==> src/rtl/power_seq_gen_pkg.sv <==
// Shared types and defaults for the power sequence generator.
//   Provides the FSM state encoding, default widths and the product-width helper.
package power_seq_gen_pkg;

   localparam int unsigned DEF_DATA_W = 32;
   localparam int unsigned DEF_BASE_W = 8;
   localparam int unsigned DEF_EXP_W  = 6;
   localparam int unsigned DEF_PROD_W = DEF_DATA_W + DEF_BASE_W;

   // FSM state encoding, kept as plain constants for legacy tool flows
   typedef logic [1:0] state_t;
   localparam state_t S_IDLE = 2'd0;
   localparam state_t S_EMIT = 2'd1;
   localparam state_t S_GAP  = 2'd2;
   localparam state_t S_DONE = 2'd3;

   // Width of the full unsigned product power*base
   function automatic int unsigned prod_w(input int unsigned data_w, input int unsigned base_w);
      return data_w + base_w;
   endfunction

endpackage

==> src/rtl/power_seq_step.sv <==
// Combinational multiply-and-check for one sequence step.
//   i_power     : current term
//   i_base      : multiplier
//   o_product_c : product truncated to DATA_W bits
//   o_ovf_c     : product did not fit in DATA_W bits
module power_seq_step
   import power_seq_gen_pkg::*;
#(
   parameter int unsigned DATA_W = DEF_DATA_W,
   parameter int unsigned BASE_W = DEF_BASE_W
) (
   input  logic [DATA_W-1:0] i_power,
   input  logic [BASE_W-1:0] i_base,
   output logic [DATA_W-1:0] o_product_c,
   output logic              o_ovf_c
);

   localparam int unsigned PROD_W = prod_w(DATA_W, BASE_W);

   logic [PROD_W-1:0] w_full;

   assign w_full      = PROD_W'(i_power) * PROD_W'(i_base);
   assign o_product_c = w_full[DATA_W-1:0];
   assign o_ovf_c     = |w_full[PROD_W-1:DATA_W];

endmodule

==> src/rtl/power_seq_gen.sv <==
// Valid/ready source of the sequence base^0, base^1, base^2, ...
//   clk, rst (async, active-low); start restarts with latched base/wrap_mode;
//   enable gates the next term; out_ready is the downstream accept.
//   Outputs: out_valid, power, exponent, overflow (sticky), busy, done.
//   Optional: POWER_SEQ_GEN_EXP_LIMIT_EN adds max_exp, ending the sequence
//   after the term with exponent==max_exp transfers.
module power_seq_gen
   import power_seq_gen_pkg::*;
#(
   parameter int unsigned DATA_W = DEF_DATA_W,
   parameter int unsigned BASE_W = DEF_BASE_W,
   parameter int unsigned EXP_W  = DEF_EXP_W
) (
   input  logic              clk,
   input  logic              rst,
   input  logic              start,
   input  logic              enable,
   input  logic [BASE_W-1:0] base,
   input  logic              wrap_mode,
`ifdef POWER_SEQ_GEN_EXP_LIMIT_EN
   input  logic [EXP_W-1:0]  max_exp,
`endif
   input  logic              out_ready,
   output logic              out_valid,
   output logic [DATA_W-1:0] power,
   output logic [EXP_W-1:0]  exponent,
   output logic              overflow,
   output logic              busy,
   output logic              done
);

   state_t            r_state,  w_state_nx;
   logic [BASE_W-1:0] r_base,   w_base_nx;
   logic              r_wrap,   w_wrap_nx;
   logic [DATA_W-1:0] r_power,  w_power_nx;
   logic [EXP_W-1:0]  r_exp,    w_exp_nx;
   logic              r_ovf,    w_ovf_nx;
   logic              r_valid,  w_valid_nx;
   logic              r_busy,   w_busy_nx;
   logic              r_done,   w_done_nx;
   logic [DATA_W-1:0] w_product;
   logic              w_step_ovf;
   logic              w_limit_hit;

`ifdef POWER_SEQ_GEN_EXP_LIMIT_EN
   logic [EXP_W-1:0]  r_max_exp, w_max_exp_nx;
   assign w_limit_hit = (r_exp == r_max_exp);
`else
   assign w_limit_hit = 1'b0;
`endif

   power_seq_step #(
      .DATA_W (DATA_W),
      .BASE_W (BASE_W)
   ) u_step (
      .i_power     (r_power),
      .i_base      (r_base),
      .o_product_c (w_product),
      .o_ovf_c     (w_step_ovf)
   );

   // State and datapath registers
   always_ff @(posedge clk or negedge rst) begin
      if (!rst) begin
         r_state <= S_IDLE;
         r_base  <= '0;
         r_wrap  <= 1'b0;
         r_power <= '0;
         r_exp   <= '0;
         r_ovf   <= 1'b0;
         r_valid <= 1'b0;
         r_busy  <= 1'b0;
         r_done  <= 1'b0;
`ifdef POWER_SEQ_GEN_EXP_LIMIT_EN
         r_max_exp <= '0;
`endif
      end else begin
         r_state <= w_state_nx;
         r_base  <= w_base_nx;
         r_wrap  <= w_wrap_nx;
         r_power <= w_power_nx;
         r_exp   <= w_exp_nx;
         r_ovf   <= w_ovf_nx;
         r_valid <= w_valid_nx;
         r_busy  <= w_busy_nx;
         r_done  <= w_done_nx;
`ifdef POWER_SEQ_GEN_EXP_LIMIT_EN
         r_max_exp <= w_max_exp_nx;
`endif
      end
   end

   // Next-state and next-register logic; status flags decode the next state
   always_comb begin
      w_state_nx = r_state;
      w_base_nx  = r_base;
      w_wrap_nx  = r_wrap;
      w_power_nx = r_power;
      w_exp_nx   = r_exp;
      w_ovf_nx   = r_ovf;
`ifdef POWER_SEQ_GEN_EXP_LIMIT_EN
      w_max_exp_nx = r_max_exp;
`endif

      if (start) begin
         w_base_nx  = base;
         w_wrap_nx  = wrap_mode;
         w_power_nx = DATA_W'(1);
         w_exp_nx   = '0;
         w_ovf_nx   = 1'b0;
         w_state_nx = S_EMIT;
`ifdef POWER_SEQ_GEN_EXP_LIMIT_EN
         w_max_exp_nx = max_exp;
`endif
      end else begin
         // advance: EMIT transfer with enable, or enable seen in GAP
         logic w_advance;
         w_advance = 1'b0;
         case (r_state)
            S_EMIT: begin
               if (out_ready) begin
                  if (w_limit_hit)  w_state_nx = S_DONE;
                  else if (enable)  w_advance  = 1'b1;
                  else              w_state_nx = S_GAP;
               end
            end
            S_GAP:   if (enable) w_advance = 1'b1;
            default: ;
         endcase

         if (w_advance) begin
            if (w_step_ovf) w_ovf_nx = 1'b1;
            if (w_step_ovf && !r_wrap) begin
               // stop mode: keep the last valid term on the outputs
               w_state_nx = S_DONE;
            end else begin
               w_power_nx = w_product;
               w_exp_nx   = r_exp + EXP_W'(1);
               w_state_nx = S_EMIT;
            end
         end
      end

      w_valid_nx = (w_state_nx == S_EMIT);
      w_busy_nx  = (w_state_nx == S_EMIT) || (w_state_nx == S_GAP);
      w_done_nx  = (w_state_nx == S_DONE);
   end

   assign out_valid = r_valid;
   assign power     = r_power;
   assign exponent  = r_exp;
   assign overflow  = r_ovf;
   assign busy      = r_busy;
   assign done      = r_done;

endmodule

==> config.mk <==
export PLATFORM = sky130hd
export DESIGN_NAME = power_seq_gen
export DESIGN_NICKNAME = d
export VERILOG_FILES = /design/src/rtl/power_seq_gen_pkg.sv /design/src/rtl/power_seq_step.sv /design/src/rtl/power_seq_gen.sv
export SDC_FILE = /design/constraint.sdc
export NUM_CORES = 1
export LEC_CHECK = 0
export BUFFER_PORTS_ARGS = -buffer_cell sky130_fd_sc_hd__buf_2
export CELL_PAD_IN_SITES_DETAIL_PLACEMENT = 1
export CELL_PAD_IN_SITES_GLOBAL_PLACEMENT = 2
export CORE_UTILIZATION = 36
export CTS_CLUSTER_DIAMETER = 80
export DETAILED_ROUTE_END_ITERATION = 8
export GPL_TIMING_DRIVEN = 0
export PLACE_DENSITY_LB_ADDON = 0.1
export SLEW_MARGIN = 20
export SYNTH_ARGS = -nofsm -noshare
export SYNTH_HDL_FRONTEND = slang
export SYNTH_SLANG_ARGS = --single-unit
==> constraint.sdc <==
create_clock -name clk -period 5.8 [get_ports clk]
set_input_delay 0.58 -clock clk [delete_from_list [all_inputs] [get_ports clk]]
set_output_delay 0.58 -clock clk [all_outputs]
set_load 0.02 [all_outputs]
* Word level (Yosys, flattened, before mapping) *
Cells that the tools add are included.

cells by class
  multipliers = 1
  add/subtract/negate cells = 1
  multiplexer cells = 19
  equality and inequality tests = 6
  reduce and logical (&&, ||, !) cells = 8

operator list
  cell                                                                    number
  32-bit two-way mux                                                      3
  32-bit by 8-bit multiplier with 40-bit output                           1
  6-bit two-way mux                                                       3
  2-bit two-way mux                                                       6
  8-bit OR reduction                                                      1
  6-bit by 1-bit adder with 6-bit output (second input constant)          1
  2-bit equality test (second input constant)                             3
  1-bit two-way mux                                                       6
  2-bit by 1-bit equality test with 1-bit output (second input constant)  2
  2-bit AND reduction                                                     2
  2-bit nonzero test                                                      2
  2-bit != test (second input constant)                                   1
  1-bit one-hot mux with 2 select lines                                   1
  1-bit logical AND                                                       1
  1-bit logical NOT                                                       1
  1-bit logical OR                                                        1

storage, ports and cells
  logic and storage cells = 44
  output and inout bits = 42
  input bits = 14
  bits in registers = 53

* Logic depth before layout (Yosys ltp) *
Gate-level depths: netlist of the first run.

  word-level depth = 8
  gate-level depth with buffers = 24
  mapped depth without buffers = 21

* Cells and area by module *
A second synthesis of the first run with hierarchy kept.

unflattened totals
  cell total of the unflattened synthesis = 1132
  area total of the unflattened synthesis = 10261.1 um^2

modules (own cells, without submodules)
  module          area each (um^2)  seq. area each (um^2)  instances  cells each
  power_seq_step  8039.0            0.0                    1          914
  power_seq_gen   2222.1            1326.3                 1          218

* Least setup slack after synthesis of the first run *
Ideal clock, no wire load.

  path type = register to register
  start = reg r_power[27], in the netlist power[27]
  end = reg r_exp[5], in the netlist exponent[5]
  setup time = 0.127 ns
  data required time = 5.673 ns
  path buffers = 3
  setup slack = 0.003 ns
  arrival time = 5.669 ns
  cell stages (with the launch flop) = 23
  clock period less this slack = 5.797 ns
  cell sequence = dfrtp_1 > clkbuf_1 > nand2_1 > fa_1 > inv_1 > fa_1 > fa_1 > inv_1 > fa_1 > inv_1 > ha_1 > buf_2 > and4_1 > and2_1 > a211oi_1 > o21ai_1 > or4_1 > a32oi_1 > nand4_2 > o31a_1 > buf_6 > nor2_1 > mux2_1

between the ends
  longest elaborated chain between the ends = 5

RTL lines
  item                                           line                  RTL
  start: declaration                             power_seq_gen.sv:35   logic [DATA_W-1:0] r_power, w_power_nx;
  start signal: assignment                       power_seq_gen.sv:81   r_power <= w_power_nx;
  32-bit by 8-bit multiplier with 40-bit output  power_seq_step.sv:22  assign w_full = PROD_W'(i_power) * PROD_W'(i_base);
  8-bit OR reduction                             power_seq_step.sv:24  assign o_ovf_c = |w_full[PROD_W-1:DATA_W];
  1-bit logical AND                              power_seq_gen.sv:133  if (w_step_ovf && !r_wrap) begin
  2-bit != test (no source line)                 -
  2-bit AND reduction (no source line)           -
  end signal: assignment                         power_seq_gen.sv:82   r_exp <= w_exp_nx;
  end: declaration                               power_seq_gen.sv:36   logic [EXP_W-1:0] r_exp, w_exp_nx;

Every way passes these cells.
A chain may end at the register's enable or synchronous reset.

* Final worst setup path of the first run *
  start = reg r_base[4]
  end = reg r_exp[5], in the netlist exponent[5]

between the ends
  longest elaborated chain between the ends = 5

RTL lines
  item                                           line                  RTL
  start: declaration                             power_seq_gen.sv:33   logic [BASE_W-1:0] r_base, w_base_nx;
  start signal: assignment                       power_seq_gen.sv:79   r_base <= w_base_nx;
  32-bit by 8-bit multiplier with 40-bit output  power_seq_step.sv:22
  8-bit OR reduction                             power_seq_step.sv:24
  1-bit logical AND                              power_seq_gen.sv:133
  2-bit != test (no source line)                 -
  2-bit AND reduction (no source line)           -

Every way passes these cells.

==> impl_metrics.py, run 1 <==
metrics = {
    "status": {
        "status": "finished with violations",
        "violations": "setup timing",
    },
    "cts": {
        "cts.sinks": 53,
        "clkLatencyLatePin_ps": 320,
        "hold_buffers": 0,
        "htreeDepth": 2,
        "cts_root_buffer": "clkbuf_16",
        "cts-buffers-inserted": 5,
        "cts_tree": "yes",
        "clkSlewWorstSetupHoldPaths_ps": 90,
        "cts_buffer_depth": 2,
    },
    "cells_and_area": {
        "diodes": 0,
        "drive_gt1_share_pct": 27.53,
        "final_nets": 1555,
        "fin_cells": 1675,
        "stdcell_area_sq_um": 13360,
        "fin_util_pct": 47.55,
        "area_growth_pct": 28.20,
    },
    "flow_run": {
        "max_cap_viol_count": 0,
    },
    "synthesis": {
        "avgSynthCellArea_sq_um": 8.791,
        "synthFlopType": "dfrtp_1",
        "ys_warn_count": 0,
        "syn_inst": 1185,
        "syn_area_sq_um": 10420,
        "synth-seq-cells": 53,
        "async_reset_ff_share_pct": 100.0,
        "synth_edf_count": 0,
        "syn_nets": 1444,
        "ys_seq_area_share_pct": 12.73,
        "ys_types": 58,
    },
    "floorplan": {
        "start_util_pct": 37.09,
        "core-area_sq_um": 28090,
        "die_y_um": 172.1,
        "num_rows": 61,
        "die_w_um": 172.1,
        "ios": 56,
        "dieArea_sq_um": 29620,
    },
    "pwr": {
        "ir_drop_mv": 0.2025,
        "leakagePower_nw": 6.519,
        "power_density_nw_per_um2": 437.9,
    },
    "setup_path": {
        "cp.arrival_ps": 6170,
        "critPathMaxFanout": 8,
        "cp-startpoint": "r_base[4]",
        "end_kind": "register",
        "crit_end": "exponent[5]",
        "critPathRequiredTime_ps": 6010,
        "reg2reg_slack_ps": -160,
        "critPathKind": "register to register",
        "rr_worst_depth": 19,
        "worstReg2RegStart": "r_base[4]",
        "timing.rr.end": "exponent[5]",
        "worst_setup_path_start_kind": "register",
    },
    "routing": {
        "via_count": 8807,
        "drt_pass1_iterations": 5,
        "via_per_inst": 5.258,
        "drt_iter0_drc": 456,
        "routed_wl_um": 37700,
        "final_antenna_net_count": 0,
        "wire_per_inst_um": 22.51,
        "drcViolationCount": 0,
    },
    "global_routing": {
        "grt_overflow": 0,
        "grt_pass1_vias": 9553,
        "grt_first_pass_wirelength_um": 57520,
        "antenna_found_initial": 6,
        "grt_start_max_net_pins": 43,
        "grt_usage_pct": 26.65,
    },
    "sta": {
        "skew_ps": 10.40,
        "hold_viol": 0,
        "fmax_mhz": 167.8,
        "post-route-period-util_pct": 102.8,
        "tightestPinTransition_ps": 841.1,
        "relSlewSlack_pct": 43.93,
        "setup-tns-final_ps": -3071,
        "slew_violations": 0,
        "setup_ws_ps": -160.4,
        "fin_crit_ps": 5960,
        "setup_viol": 40,
        "rsz0062_at_grt": "true",
    },
    "placed_design": {
        "place_area_sq_um": 11200,
        "place_hpwl_um": 28110,
        "placedCellCount": 1619,
        "globalplace.congestion": 0.8374,
        "port_buffers": 55,
        "dp_slack_ps": -1430,
    },
    "worst_hold_path": {
        "hp-class": "input pin to async pin",
    },
}
[per-layer routing]
layer,wire length (um),track usage (%)
met5,10,0
met3,1603,3.960
met1,17730,37.29
met2,17380,42.99
met4,977,6.810
[state kept, by name, indices dropped and copies added, names as in the netlist]
register   flops
done           1
r_base         8
overflow       1
out_valid      1
exponent       6
busy           1
power         32
r_state        2
r_wrap         1
[through the flow]
stage / hold WS (ps) / total power [mW]
2_1_floorplan: 284.4 / 3.179
3_3_place_gp: 480.7 / 4.250
3_5_place_dp: 469.8 / 4.256
4_1_cts: 115.8 / 5.478
5_1_grt: 118.7 / 6.350
6_report: 120.8 / 5.848
[synthesized netlist by cell type (all sizes together), types with 12 or more instances]
master  instances  share of area [%]
fa            180                 35
o21ai          34                1.6
inv           174                6.3
xor2           12                1.0
xnor2          17                1.4
a21oi          84                4.1
and2          216                 13
clkbuf         42                1.5
ha             65                7.8
nor2           28                1.0
nand2         137                4.9
dfrtp          53                 13
nand3          12               0.58
[critical path, cell delays in order (launching register included)]
cell      delay, ps
dfrtp_4         530
buf_12          150
clkbuf_8        160
and2_1          150
fa_1            470
fa_1            480
fa_1            540
fa_1            430
ha_1            410
and4_4          240
and2_4          170
nor4b_4         130
o31a_1          160
or4_1           480
a32oi_1         220
nand4_2         170
o31a_1          350
buf_12          180
nor2_4          110
mux2_4          300
[repair_timing]
item / in CTS / in global routing
hold endpoints to repair: 0 / 0
buffers inserted: 30 / 20
endpoints found under the setup margin: 43 / 43
resized for setup: 274 / 89
gates cloned: 7 / 3
pin swaps: 60 / 39
[placed cells by master (no fill, tap or decap), types with 21 or more instances in the layout]
| cell type | synthesis | layout |
|---|---|---|
| a21oi_2 | 2 | 38 |
| fa_1 | 180 | 174 |
| a21oi_1 | 82 | 40 |
| and2_1 | 216 | 208 |
| dfrtp_1 | 53 | 42 |
| ha_4 | 0 | 21 |
| buf_4 | 0 | 40 |
| nor2_1 | 28 | 22 |
| nand2_4 | 0 | 24 |
| nand2_1 | 137 | 97 |
| buf_2 | 8 | 55 |
| inv_1 | 174 | 168 |
| ha_1 | 65 | 38 |
[where the power goes]
group | total [mW] | internal, mW | switching, mW
clock network | 0.344 | 0.165 | 0.179
registers | 0.749 | 0.457 | 0.293
logic | 4.75 | 2.10 | 2.65
total | 5.85 | 2.72 | 3.13
[worst min path at each step]
stage	end	slack (ps)
5_1_grt	r_base[2]	120
2_1_floorplan	busy	280
3_5_place_dp	r_base[0]	470
6_report	r_base[2]	120
4_1_cts	r_base[2]	120
3_3_place_gp	overflow	480
[kinds of logic (layout without fill, tap and decap cells)]
group           count (synthesis)  count (layout)  synth area share, %
simple gates                  447             447                22.88
fa+ha+maj                     245             245                42.40
buf+inv                       226             338                8.311
compound gates                173             173                9.969
flops                          53              53                12.73
xor+xnor                       29              29                2.438
mux                            12              12                1.273
[final cells by class]
type                            instances  area (sq um)
Fill cell                            3195         14730
Clock inverter                          3         26.28
Tap cell                              378         473.0
Multi-Input combinational cell        906          9240
Buffer                                 40         538.0
Sequential cell                        53          1343
Timing Repair Buffer                  116         954.7
Inverter                              174         655.6
Clock buffer                            5         125.1
No activity file was read; power rests on OpenSTA's default activity.
==> run 2, diff against run 1 <==
--- a/config.mk
+++ b/config.mk
@@ -5,10 +5,11 @@
 export SDC_FILE = /design/constraint.sdc
 export NUM_CORES = 1
 export LEC_CHECK = 0
+export ABC_AREA = 1
 export BUFFER_PORTS_ARGS = -buffer_cell sky130_fd_sc_hd__buf_2
 export CELL_PAD_IN_SITES_DETAIL_PLACEMENT = 1
 export CELL_PAD_IN_SITES_GLOBAL_PLACEMENT = 2
-export CORE_UTILIZATION = 36
+export CORE_UTILIZATION = 33
 export CTS_CLUSTER_DIAMETER = 80
 export DETAILED_ROUTE_END_ITERATION = 8
 export GPL_TIMING_DRIVEN = 0
==> impl_metrics.py, run 2 <==
metrics = {
    "cts": {
        "htreeDepth": 2,
        "cts_root_buffer": "clkbuf_16",
        "cts_tree": "yes",
        "clkLatencyLatePin_ps": 320,
        "hold_buffers": 0,
        "cts_buffer_depth": 2,
        "clkSlewWorstSetupHoldPaths_ps": 90,
        "cts.sinks": 53,
        "cts-buffers-inserted": 5,
    },
    "pwr": {
        "ir_drop_mv": 0.1984,
        "finalPower_mw": 6.135,
        "leakagePower_nw": 8.362,
        "power_density_nw_per_um2": 480.9,
    },
    "setup_path": {
        "cpMostUsedCell": "nand2_1",
        "end_kind": "register",
        "critPathMaxFanout": 10,
        "critPathKind": "register to register",
        "rr_worst_depth": 28,
        "worst_setup_path_start_kind": "register",
        "cp.arrival_ps": 5710,
        "cp_slowest_stage_delay_ps": 530,
        "cpMaxStageDelayCell": "fa_1",
        "critPathRequiredTime_ps": 6020,
    },
    "synthesis": {
        "syn_nets": 1965,
        "ys_warn_count": 0,
        "synth.most_common_cell": "nand2_1",
        "ys_seq_area_share_pct": 11.59,
        "synthFlopType": "dfrtp_1",
        "synth_xor_area_share_pct": 1.607,
        "synth-seq-cells": 53,
        "syn_inst": 1706,
        "synth_edf_count": 0,
        "synthAdderAreaFrac_pct": 38.59,
        "avgSynthCellArea_sq_um": 6.709,
        "synth_common_cells": "581 x nand2_1, 491 x inv_1, 180 x fa_1, 70 x clkbuf_1",
        "synth-simple-area-share_pct": 26.01,
        "synth_top_family_by_area": "adder cells",
        "syn_area_sq_um": 11450,
        "synth-compound-area-share_pct": 3.214,
        "async_reset_ff_share_pct": 100.0,
        "ys_types": 31,
        "synthMuxAreaShare_pct": 0,
        "synth_top_area_share_pct": 31.48,
        "synth.area.top_cells": "fa_1 31%, nand2_1 19%, inv_1 16%, dfrtp_1 12%, ha_1 7.1%",
        "yosysTopAreaCell": "fa_1",
    },
    "global_routing": {
        "grt_usage_pct": 25.14,
        "antenna_found_initial": 0,
        "grt_start_max_net_pins": 48,
        "grt_first_pass_wirelength_um": 66610,
        "grt_pass1_vias": 11010,
        "grt_overflow": 0,
    },
    "sta": {
        "hold_viol": 0,
        "fmax_mhz": 182.1,
        "setup_viol": 0,
        "slew_violations": 0,
        "tightestPinTransition_ps": 1037,
        "post-route-period-util_pct": 94.67,
        "skew_ps": 16.94,
        "relSlewSlack_pct": 30.34,
        "fin_crit_ps": 5491,
        "setup-tns-final_ps": 0,
        "setup_ws_ps": 309.1,
    },
    "placed_design": {
        "globalplace.congestion": 0.8554,
        "port_buffers": 54,
        "place_hpwl_um": 35230,
        "dp_slack_ps": -809.8,
    },
    "floorplan": {
        "core-area_sq_um": 33870,
        "num_rows": 67,
        "die_w_um": 188.2,
        "die_y_um": 188.2,
        "dieArea_sq_um": 35430,
        "start_util_pct": 33.80,
        "ios": 56,
    },
    "worst_hold_path": {
        "hp-class": "input pin to async pin",
    },
    "routing": {
        "via_count": 10120,
        "routed_wl_um": 41990,
        "via_per_inst": 4.639,
        "drcViolationCount": 0,
        "wire_per_inst_um": 19.24,
        "final_antenna_net_count": 0,
        "drt_pass1_iterations": 5,
        "drt_iter0_drc": 492,
    },
    "flow_run": {
        "max_cap_viol_count": 0,
    },
    "cells_and_area": {
        "largest_reg_flops": 32,
        "most-common-layout-cells": "569 x nand2_1, 491 x inv_1, 180 x fa_1",
        "fillerInstances": 4382,
        "mostFrequentLayoutCell": "nand2_1",
        "final_nets": 1992,
        "diodes": 0,
        "drive_gt1_share_pct": 9.977,
        "area_growth_pct": 11.46,
    },
    "status": {
        "status": "completed",
    },
}
==> run 2: cell types whose count changed in the layout (fill, tap and decap cells not counted), sizes merged, moves of 14 or more <==
cell / previous run / this run
a21oi: 84 / 38
and2: 216 / 2
buf: 119 / 69
inv: 175 / 492
nand2: 137 / 587
nand3: 12 / 61
nor2: 28 / 67
o21ai: 34 / 20
==> run 2: layout make-up <==
type	count	area, sq um	share of cell area, %
Multi-Input combinational cell	1081	8147	63.86
Timing Repair Buffer	58	322.8	2.530
Tap cell	448	560.5	4.394
Clock inverter	2	13.76	0.1079
Clock buffer	6	128.9	1.010
Inverter	493	1851	14.51
Sequential cell	53	1356	10.63
Buffer	41	377.9	2.962
==> run 2: path summary, 6_finish.rpt <==
| kind | end | slack [ps] | start |
|---|---|---|---|
| setup reg to reg | busy | 310 | r_base[2] |
| hold / removal | r_base[3] | 70 | rst |
| hold reg to reg | exponent[4] | 520 | exponent[4] |
| min in group clk | r_base[6] | 460 | base[6] |
| max in group asynchronous | power[20] | 5200 | rst |
| setup / recovery | busy | 310 | r_base[2] |
==> run 2: routing by layer <==
layer	part of all wire (%)	vias up	track usage, %
li1	-	4870	-
met1	51	5069	37.60
met2	45	161	39.78
met3	3.6	22	2.794
met4	1.1	0	3.189
met5	0	-	0
==> run 2: stage by stage <==
step | area, sq um | hold slack, ps | instances | util, %
final | 12760 | 74.03 | 2182 | 37.67
after global routing | 12760 | 69.32 | 2182 | 37.67
after CTS | 12550 | 69.32 | 2187 | 37.05
after detailed placement | 12310 | 426.6 | 2209 | 36.34
after global placement | 12280 | 481.5 | 2208 | 36.25
after floorplan | 11450 | 284.4 | 1706 | -
==> run 2: logic make-up (layout without fill, tap and decap cells) <==
logic type                 count (synthesis)  count (layout)
AOI/OAI and AO/OA                         68              68
adders and majority gates                245             245
xor gates and xnor gates                  21              21
buffers and inverters                    572             600
and+or+nand+nor                          747             747
DFF                                       53              53
==> run 2: what timing repair did <==
item                                    CTS  global route
resized for setup                        62            82
pin swaps                                 0             5
buffers inserted                          0             3
endpoints found under the setup margin   43            42
==> run 2: power by group <==
group / internal (mW) / total, mW / switching [mW]
Combinational: 1.80 / 5.01 / 3.21
Sequential: 0.471 / 0.783 / 0.311
Clock: 0.163 / 0.343 / 0.180
Total: 2.43 / 6.14 / 3.70
==> run 2: critical path: cells and delay by family, from the launching register on <==
family	cells	cell delay, ps
buffers and inverters	6	600
DFF	1	490
adders and majority gates	6	2690
and+or+nand+nor	16	1580
